[config.mk]
export PLATFORM = sky130hd
export DESIGN_NAME = dds_sweep_controller
export DESIGN_NICKNAME = d
export VERILOG_FILES = /design/src/rtl/dds_sweep_controller.sv
export SDC_FILE = /design/constraint.sdc
export NUM_CORES = 1
export LEC_CHECK = 0
export ABC_AREA = 1
export BUFFER_PORTS_ARGS = -buffer_cell sky130_fd_sc_hd__buf_2
export CAP_MARGIN = 20
export CORE_MARGIN = 2
export CORE_UTILIZATION = 54
export CTS_CLUSTER_SIZE = 24
export DETAILED_ROUTE_END_ITERATION = 8
export PLACE_DENSITY = 0.81
export SLEW_MARGIN = 10
export SYNTH_ARGS = -nofsm -noshare
export SYNTH_HDL_FRONTEND = slang
export SYNTH_SLANG_ARGS = --single-unit
[constraint.sdc]
create_clock -name clk -period 2.9 [get_ports clk]
set_input_delay 0.58 -clock clk [delete_from_list [all_inputs] [get_ports clk]]
set_output_delay 0.58 -clock clk [all_outputs]
set_load 0.02 [all_outputs]
[src/rtl/dds_sweep_controller.sv]
// dds_sweep_controller
// Steps the DDS frequency tuning word from a start value to a stop value.
// Sweeps can be single-shot, sawtooth (repeat) or triangle (bounce).
// Each value is held for a programmable dwell time.
// Amplitude and waveform shape come from the same one-shot configuration.
module dds_sweep_controller #(
  parameter int M_W     = 10,
  parameter int A_W     = 11,
  parameter int DWELL_W = 16
) (
  input  logic               clk,
  input  logic               rst,
  input  logic               cfg_valid,
  output logic               cfg_ready,
  input  logic [M_W-1:0]     cfg_start_m,
  input  logic [M_W-1:0]     cfg_stop_m,
  input  logic [M_W-1:0]     cfg_step_m,
  input  logic [DWELL_W-1:0] cfg_dwell,
  input  logic [1:0]         cfg_mode,
  input  logic [1:0]         cfg_shape,
  input  logic [A_W-1:0]     cfg_amp,
  input  logic               run,
  input  logic               abort,
  output logic [M_W-1:0]     phase_M,
  output logic [A_W-1:0]     signal_A,
  output logic [1:0]         signal_shape,
  output logic               m_update,
  output logic               busy,
  output logic               sweep_done
);

  typedef enum logic [1:0] {
    ST_IDLE  = 2'd0,
    ST_SWEEP = 2'd1,
    ST_DONE  = 2'd2
  } state_e;

  localparam logic [M_W-1:0]     STEP_ONE = M_W'(1);
  localparam logic [DWELL_W-1:0] CNT_ONE  = DWELL_W'(1);

  // One step from cur toward tgt, clamped so it never passes the target.
  // The extra top bit catches both carry-out and borrow, so no wrap-around.
  function automatic logic [M_W-1:0] step_toward(input logic [M_W-1:0] cur,
                                                 input logic [M_W-1:0] step,
                                                 input logic [M_W-1:0] tgt,
                                                 input logic           up);
    logic [M_W:0] nxt;
    logic         clamp;
    if (up) begin
      nxt   = {1'b0, cur} + {1'b0, step};
      clamp = (nxt >= {1'b0, tgt});
    end else begin
      nxt   = {1'b0, cur} - {1'b0, step};
      clamp = nxt[M_W] || (nxt <= {1'b0, tgt});
    end
    if (clamp) begin
      return tgt;
    end else begin
      return nxt[M_W-1:0];
    end
  endfunction

  state_e               state_q, state_d;
  logic [M_W-1:0]       start_q, stop_q, step_q;
  logic [DWELL_W-1:0]   dwell_q;
  logic [1:0]           mode_q, cfg_shape_q;
  logic [A_W-1:0]       cfg_amp_q;
  logic                 cfg_loaded_q;

  logic [M_W-1:0]       phase_q, phase_d;
  logic [A_W-1:0]       amp_q, amp_d;
  logic [1:0]           shape_q, shape_d;
  logic                 mupd_q, mupd_d;
  logic                 busy_q, busy_d;
  logic                 done_q, done_d;
  logic [DWELL_W-1:0]   cnt_q, cnt_d;
  logic                 dir_q, dir_d;
  logic [M_W-1:0]       tgt_q, tgt_d;

  logic                 cfg_accept_s;
  logic [M_W-1:0]       tgt_flip_s;
  logic [M_W-1:0]       step_next_s;
  logic [M_W-1:0]       bounce_next_s;

  assign cfg_ready     = (state_q == ST_IDLE);
  assign cfg_accept_s  = cfg_valid && cfg_ready;
  // Target of the opposite leg once a triangle sweep reaches its endpoint.
  assign tgt_flip_s    = (tgt_q == stop_q) ? start_q : stop_q;
  assign step_next_s   = step_toward(phase_q, step_q, tgt_q, dir_q);
  assign bounce_next_s = step_toward(phase_q, step_q, tgt_flip_s, ~dir_q);

  assign phase_M      = phase_q;
  assign signal_A     = amp_q;
  assign signal_shape = shape_q;
  assign m_update     = mupd_q;
  assign busy         = busy_q;
  assign sweep_done   = done_q;

  // Shadow configuration: captured only on an accepted handshake.
  always_ff @(posedge clk or negedge rst) begin
    if (!rst) begin
      start_q      <= '0;
      stop_q       <= '0;
      step_q       <= STEP_ONE;
      dwell_q      <= '0;
      mode_q       <= 2'd0;
      cfg_shape_q  <= 2'd0;
      cfg_amp_q    <= '0;
      cfg_loaded_q <= 1'b0;
    end else if (cfg_accept_s) begin
      start_q      <= cfg_start_m;
      stop_q       <= cfg_stop_m;
      step_q       <= (cfg_step_m == '0) ? STEP_ONE : cfg_step_m;
      dwell_q      <= cfg_dwell;
      mode_q       <= cfg_mode;
      cfg_shape_q  <= cfg_shape;
      cfg_amp_q    <= cfg_amp;
      cfg_loaded_q <= 1'b1;
    end
  end

  // Sweep state and output registers.
  always_ff @(posedge clk or negedge rst) begin
    if (!rst) begin
      state_q <= ST_IDLE;
      phase_q <= '0;
      amp_q   <= '0;
      shape_q <= 2'd0;
      mupd_q  <= 1'b0;
      busy_q  <= 1'b0;
      done_q  <= 1'b0;
      cnt_q   <= '0;
      dir_q   <= 1'b1;
      tgt_q   <= '0;
    end else begin
      state_q <= state_d;
      phase_q <= phase_d;
      amp_q   <= amp_d;
      shape_q <= shape_d;
      mupd_q  <= mupd_d;
      busy_q  <= busy_d;
      done_q  <= done_d;
      cnt_q   <= cnt_d;
      dir_q   <= dir_d;
      tgt_q   <= tgt_d;
    end
  end

  // Next-state and output logic; abort overrides everything and mutes.
  always_comb begin
    state_d = state_q;
    phase_d = phase_q;
    amp_d   = amp_q;
    shape_d = shape_q;
    mupd_d  = 1'b0;
    busy_d  = busy_q;
    done_d  = 1'b0;
    cnt_d   = cnt_q;
    dir_d   = dir_q;
    tgt_d   = tgt_q;
    if (abort) begin
      state_d = ST_IDLE;
      phase_d = '0;
      amp_d   = '0;
      busy_d  = 1'b0;
    end else begin
      case (state_q)
        ST_IDLE: begin
          // A config written this cycle is only usable from the next cycle.
          if (run && cfg_loaded_q && !cfg_accept_s) begin
            state_d = ST_SWEEP;
            phase_d = start_q;
            amp_d   = cfg_amp_q;
            shape_d = cfg_shape_q;
            mupd_d  = 1'b1;
            busy_d  = 1'b1;
            cnt_d   = dwell_q;
            dir_d   = (stop_q >= start_q);
            tgt_d   = stop_q;
          end else begin
            busy_d = 1'b0;
          end
        end
        ST_SWEEP: begin
          if (!run) begin
            cnt_d = cnt_q;
          end else if (cnt_q != '0) begin
            cnt_d = cnt_q - CNT_ONE;
          end else begin
            cnt_d = dwell_q;
            if (phase_q != tgt_q) begin
              phase_d = step_next_s;
              mupd_d  = 1'b1;
            end else begin
              case (mode_q)
                2'd1: begin
                  if (start_q != stop_q) begin
                    phase_d = start_q;
                    mupd_d  = 1'b1;
                  end else begin
                    phase_d = phase_q;
                  end
                end
                2'd2: begin
                  if (start_q != stop_q) begin
                    dir_d   = ~dir_q;
                    tgt_d   = tgt_flip_s;
                    phase_d = bounce_next_s;
                    mupd_d  = 1'b1;
                  end else begin
                    phase_d = phase_q;
                  end
                end
                default: begin
                  state_d = ST_DONE;
                  busy_d  = 1'b0;
                  done_d  = 1'b1;
                end
              endcase
            end
          end
        end
        ST_DONE: begin
          state_d = ST_IDLE;
        end
        default: begin
          state_d = ST_IDLE;
        end
      endcase
    end
  end

endmodule

Yosys cells after proc, flatten, opt, wreduce, memory -nomap -nowiden
Index checks and enable logic that the tools add are counted.

storage, ports and cells
  memories = 0
  latch bits = 0
  bits of input ports = 66
  logic and storage cells = 134
  memory bits (read-only) = 0
  flip-flop bits (word level) = 117
  memory bits (writable) = 0

cells by class
  multipliers = 0
  bitwise operators = 2
  reductions and logical operators = 21
  multiplexer cells = 65
  equal/unequal tests = 20
  magnitude comparators = 5
  shift-type cells = 0
  divide/modulo/power cells = 0
  add/sub/neg operators = 3

operators with widths
  cell                                                                   number
  10-bit two-way mux                                                     19
  10-bit one-hot mux with 2 select lines                                 3
  16-bit two-way mux                                                     3
  11-bit two-way mux                                                     3
  16-bit one-hot mux with 2 select lines                                 1
  1-bit two-way mux                                                      26
  11-bit by 10-bit >= comparator with 1-bit output                       2
  11-bit by 10-bit <= comparator with 1-bit output                       2
  10-bit != test                                                         2
  16-bit nonzero test                                                    1
  16-bit by 1-bit subtractor with 16-bit output (second input constant)  1
  2-bit two-way mux                                                      6
  3-bit != test (second input constant)                                  4
  10-bit by 10-bit adder with 11-bit output                              1
  10-bit by 10-bit subtractor with 11-bit output                         1
  10-bit equality test                                                   1
  10-bit >= comparator                                                   1
  10-bit zero test                                                       1
  2-bit != test (second input constant)                                  5
  5-bit != test (second input constant)                                  2
  5-bit AND reduction                                                    2
  8-bit AND reduction                                                    1
  7-bit AND reduction                                                    1
  1-bit one-hot mux with 2 select lines                                  3
  17 further kinds                                                       24

Logic depth before layout (Yosys ltp)
  depth in word-level cells = 13
  gate-level depth with buffers = 27
  mapped depth without buffers = 26

Worst setup path after synthesis
Ideal clock, no wire load.

  kind = flip-flop to flip-flop
  from = register phase_q[0] (netlist: phase_M[0])
  to = register phase_q[9] (netlist: phase_M[9])
  path slack = -0.222 ns
  period minus slack after synthesis = 3.122 ns
  arrival = 3.006 ns
  cell stages (with the launch flop) = 25
  path through = dfrtp_1 inv_1 ha_1 fa_1 inv_1 nand3_1 nand2_1 nand4_1 nand2_1 nand2_1 and2_1 ha_1 nand2_1 inv_1 nand2_1 nor3b_1 a21oi_1 nand3_2 buf_6 nand3_1 nand3_1 nand2_1 nand3_1 nand2_1 nand2_1

between the ends
  cells in the longest elaborated chain, start to end = 12

RTL lines
  what                                              RTL line  text
  start: declaration                                70        logic [M_W-1:0] phase_q, phase_d;
  start signal: assignment                          137       phase_q <= phase_d;
  10-bit by 10-bit subtractor with 11-bit output    53        nxt = {1'b0, cur} - {1'b0, step};
  11-bit by 10-bit <= comparator with 1-bit output  54        clamp = nxt[M_W] || (nxt <= {1'b0, tgt});
  1-bit logical OR                                  54
  1-bit two-way mux                                 49        if (up) begin
  10-bit two-way mux                                56        if (clamp) begin
  10-bit two-way mux                                205       if (start_q != stop_q) begin
  10-bit one-hot mux with 2 select lines            195       case (mode_q)
  10-bit two-way mux                                191       if (phase_q != tgt_q) begin
  10-bit two-way mux                                187       end else if (cnt_q != '0) begin
  10-bit two-way mux                                185       if (!run) begin
  10-bit one-hot mux with 2 select lines            167       case (state_q)
  10-bit two-way mux                                161       if (abort) begin

Several ways; a longest one is shown, not always the timed one. The select of a mux whose other input is x is not followed.
A chain may end at the register's enable or synchronous reset.

Worst setup path after layout
  from = register step_q[0]
  to = register phase_q[3] (netlist: phase_M[3])

between the ends
  cells in the longest elaborated chain, start to end = 12

RTL lines
  what                                              RTL line  text
  start: declaration                                64        logic [M_W-1:0] start_q, stop_q, step_q;
  start signal: assignment                          113       step_q <= (cfg_step_m == '0) ? STEP_ONE : cfg_step_m;
  10-bit by 10-bit subtractor with 11-bit output    53
  11-bit by 10-bit <= comparator with 1-bit output  54
  1-bit logical OR                                  54
  1-bit two-way mux                                 49
  10-bit two-way mux                                56
  10-bit two-way mux                                205
  10-bit one-hot mux with 2 select lines            195
  10-bit two-way mux *                              191
  10-bit two-way mux *                              187
  10-bit two-way mux *                              185
  10-bit one-hot mux with 2 select lines *          167
  10-bit two-way mux *                              161

Mark *: on every way between the ends. The rest lies on a longest branch, timed or not. The select of a mux whose other input is x is not followed.

==> impl_metrics.tcl <==
set metrics [dict create \
    synth-seq-cells 117 \
    synth_area_um2 8620 \
    place_ws_ps -491.5 \
    hpwl_mm 19.77 \
    crit_slowest_cell "dfstp_2" \
    outcome "finished, violations left" \
    holdCritPathClass "in -> reg" \
    period_needed_ps 3259 \
    grt_pass1_wl_mm 42.69 \
    vdd.ir_drop.worst_mv 0.6377 \
    cts-htree-levels 4 \
    ys.flop_type "dfrtp_1" \
    viasPerCell 5.503 \
    ys_types 53 \
    clk_pin_slew_ps 60 \
    reg2reg_slack_ps -360 \
    cts_sinks 117 \
    routed-via-count 9041 \
    ys_seq_area_share_pct 34.00 \
    antenna_found_initial 0 \
    met2_usage_pct 54.94 \
    globalRouteMet1Util_pct 40.89 \
    synthArstFlopShare_pct 100.0 \
    final_nets 1557 \
    layout_common_cells "275 x nand2_1, 151 x inv_1, 128 x buf_4" \
    portBuffers 92 \
    setup_slack_ps -359.4 \
    leakage_nw 5.936 \
    die_h_um 130.3 \
    max_slew.worst_pin.slew_ps 1013 \
    dr.first_iter.drc_count 664 \
    routedWlPerCell_um 16.39 \
    diodes 0 \
    fin_tns_setup_ps -3373 \
    grt_use_total_pct 32.43 \
    grt.busiest_layer "met2" \
    io_pins 93 \
    comb_power_share_pct 69.2 \
    power_density_nw_per_um2 1423 \
    synth_top_area_share_pct 33.39 \
    die_x_um 130.3 \
    placed_cells 1603 \
    p_sw_share_pct 48.94 \
    synth_area_leader_cell "dfrtp_1" \
    finalNonFillerCells 1643 \
    hold_start "cfg_dwell[5]" \
    crit_type "reg -> reg" \
    dieArea_um2 16990 \
    synth_area_leaders "dfrtp_1 33%, nand2_1 13%, ha_1 11%" \
    drt_pass1_iterations 6 \
    syn_inst 1213 \
    drive_gt1_share_pct 25.58 \
    final_util_pct 70.83 \
    relSlewSlack_pct 32.40 \
    start_util_pct 54.66 \
    power.internal_w 0.008115 \
    crit_fanout 5 \
    synth-edff-count 0 \
    path_common_cell "nand2_1" \
    violations "negative setup slack" \
    syn_avg_cell_area_um2 7.106 \
    p_clk_share_pct 13.6 \
    worstSkewPairLatency_ps 420 \
    final_max_slew_viol_count 0 \
    clockBufferDepth 2 \
    use_met3_pct 5.904 \
    fin_hold_ws_ps 394.9 \
    area_delta_synth_final_pct 29.60 \
    p_seq_share_pct 17.1 \
    worstSetupStartpoint "step_q[0]" \
    rsz0062_at_grt "true" \
    cap_violations 0 \
    fin_crit_sh_pct 112.4 \
    crit_arrival_ps 3560 \
    yosysWarnings 0 \
    start_kind "register" \
    grt_pass1_vias 8557 \
    required_ps 3200 \
    fill_cells 1243 \
    grt_max_degree 112 \
    cts_tree "done" \
    drc 0 \
    fp-row-count 46 \
    grt-ovfl-total 0 \
    slowest_delay_ps 590 \
    layout_commonest_cell "nand2_1" \
    p_switching_w 0.007778 \
    hold_viol_final 0 \
    fmax_mhz 306.8 \
    clock_skew_ps 8.159 \
    syn_nets 1355 \
    end_kind "register" \
    numCtsBuffers 17 \
    coreArea_um2 15770 \
    finalSetupViolations 10 \
    r2r-start "step_q[0]" \
    finalWeightedCongestion 1.035 \
    routed_wl_mm 26.93 \
    ant_nets 0 \
    root_buffer "clkbuf_16" \
]
layer usage:
layer | wire length (um) | vias to the layer above
met1 | 10890 | 4209
met2 | 13090 | 423
met3 | 1993 | 73
met5 | 0 | -
met4 | 958 | 0
li1 | - | 4336
synth_stat cells, types with 3 or more instances:
master / count
nand2_1: 288
nand2_2: 3
inv_2: 5
clkbuf_1: 23
nor3_1: 5
clkbuf_2: 3
xor2_1: 18
nor2_2: 6
nor2_1: 120
buf_2: 15
o21bai_1: 4
dfrtp_1: 115
nand3_2: 4
a31oi_1: 6
nand3_1: 104
o21ai_0: 81
o211ai_1: 3
inv_1: 157
a21oi_1: 96
ha_1: 74
xnor2_1: 6
nand4_1: 13
mux2_2: 11
buf_4: 4
o21ai_1: 10
nor2_4: 3
per-stage QoR:
stage | cell area (um^2) | total power [W]
2_1_floorplan | 8683 | 0.008782
3_3_place_gp | 10210 | 0.01227
3_5_place_dp | 10210 | 0.01244
4_1_cts | 11020 | 0.01528
5_1_grt | 11170 | 0.01723
6_report | 11170 | 0.01589
sequential cells by signal (all words and copies together), names as in the netlist:
register      cells
dwell_q          16
step_q           10
cfg_shape_q       2
tgt_q            10
state_q           2
cfg_amp_q        11
stop_q           10
mode_q            2
sweep_done        1
dir_q             1
cfg_loaded_q      1
start_q          10
phase_M          10
cnt_q            16
signal_shape      2
signal_A         11
busy              1
m_update          1
worst paths after layout:
| check | to | cells past startpoint |
|---|---|---|
| min in group asynchronous | cnt_q[9] | 2 |
| hold / removal | dwell_q[5] | 2 |
| max in group asynchronous | phase_M[4] | 3 |
| hold reg to reg | cfg_loaded_q | 2 |
| setup reg to reg | phase_M[3] | 26 |
| setup / recovery | phase_M[3] | 26 |
kinds of logic (layout without fill, tap and decap cells):
| kind of cell | count (synthesis) | count (layout) | share of synthesized area [%] |
|---|---|---|---|
| and+or+nand+nor | 558 | 560 | 27.70 |
| DFF | 117 | 117 | 34.00 |
| AOI/OAI and AO/OA | 215 | 215 | 13.31 |
| buffers and inverters | 211 | 423 | 9.798 |
| xor gates and xnor gates | 24 | 24 | 2.439 |
| muxes | 12 | 12 | 1.553 |
| adders and majority gates | 76 | 76 | 11.21 |
critical path: cells and delay by family (launching register included):
| kind | cells | cell delay (ps) |
|---|---|---|
| adders and majority gates | 3 | 790 |
| DFF | 1 | 590 |
| and+or+nand+nor | 19 | 1430 |
| buffers and inverters | 3 | 230 |
| AOI/OAI and AO/OA | 1 | 90 |
what timing repair did:
action / 4_1_cts / 5_1_grt
cloned: 2 / 2
pin swaps: 7 / 12
buffers inserted: 3 / 1
hold buffers: 1 / 0
endpoints found under the hold margin: 8 / 0
setup endpoints to repair: 10 / 10
gates resized for setup: 36 / 33
power by group through the flow:
stage	logic (W)	registers [W]	clock network, W
2_1_floorplan	0.00595	0.00284	0
3_3_place_gp	0.00957	0.00270	0
3_5_place_dp	0.00972	0.00272	0
4_1_cts	0.0104	0.00271	0.00218
5_1_grt	0.0122	0.00278	0.00225
6_report	0.0110	0.00273	0.00217
layout make-up:
class                           count  area [um^2]  area share (%)
Inverter                          163        614.3           5.500
Clock inverter                     14        176.4           1.579
Timing Repair Buffer              229         1563           13.99
Multi-Input combinational cell    887         5189           46.45
Tap cell                          216        270.3           2.419
Sequential cell                   117         2933           26.25
Clock buffer                       17        425.4           3.808
Note: power is estimated with default switching activity, not from simulation.
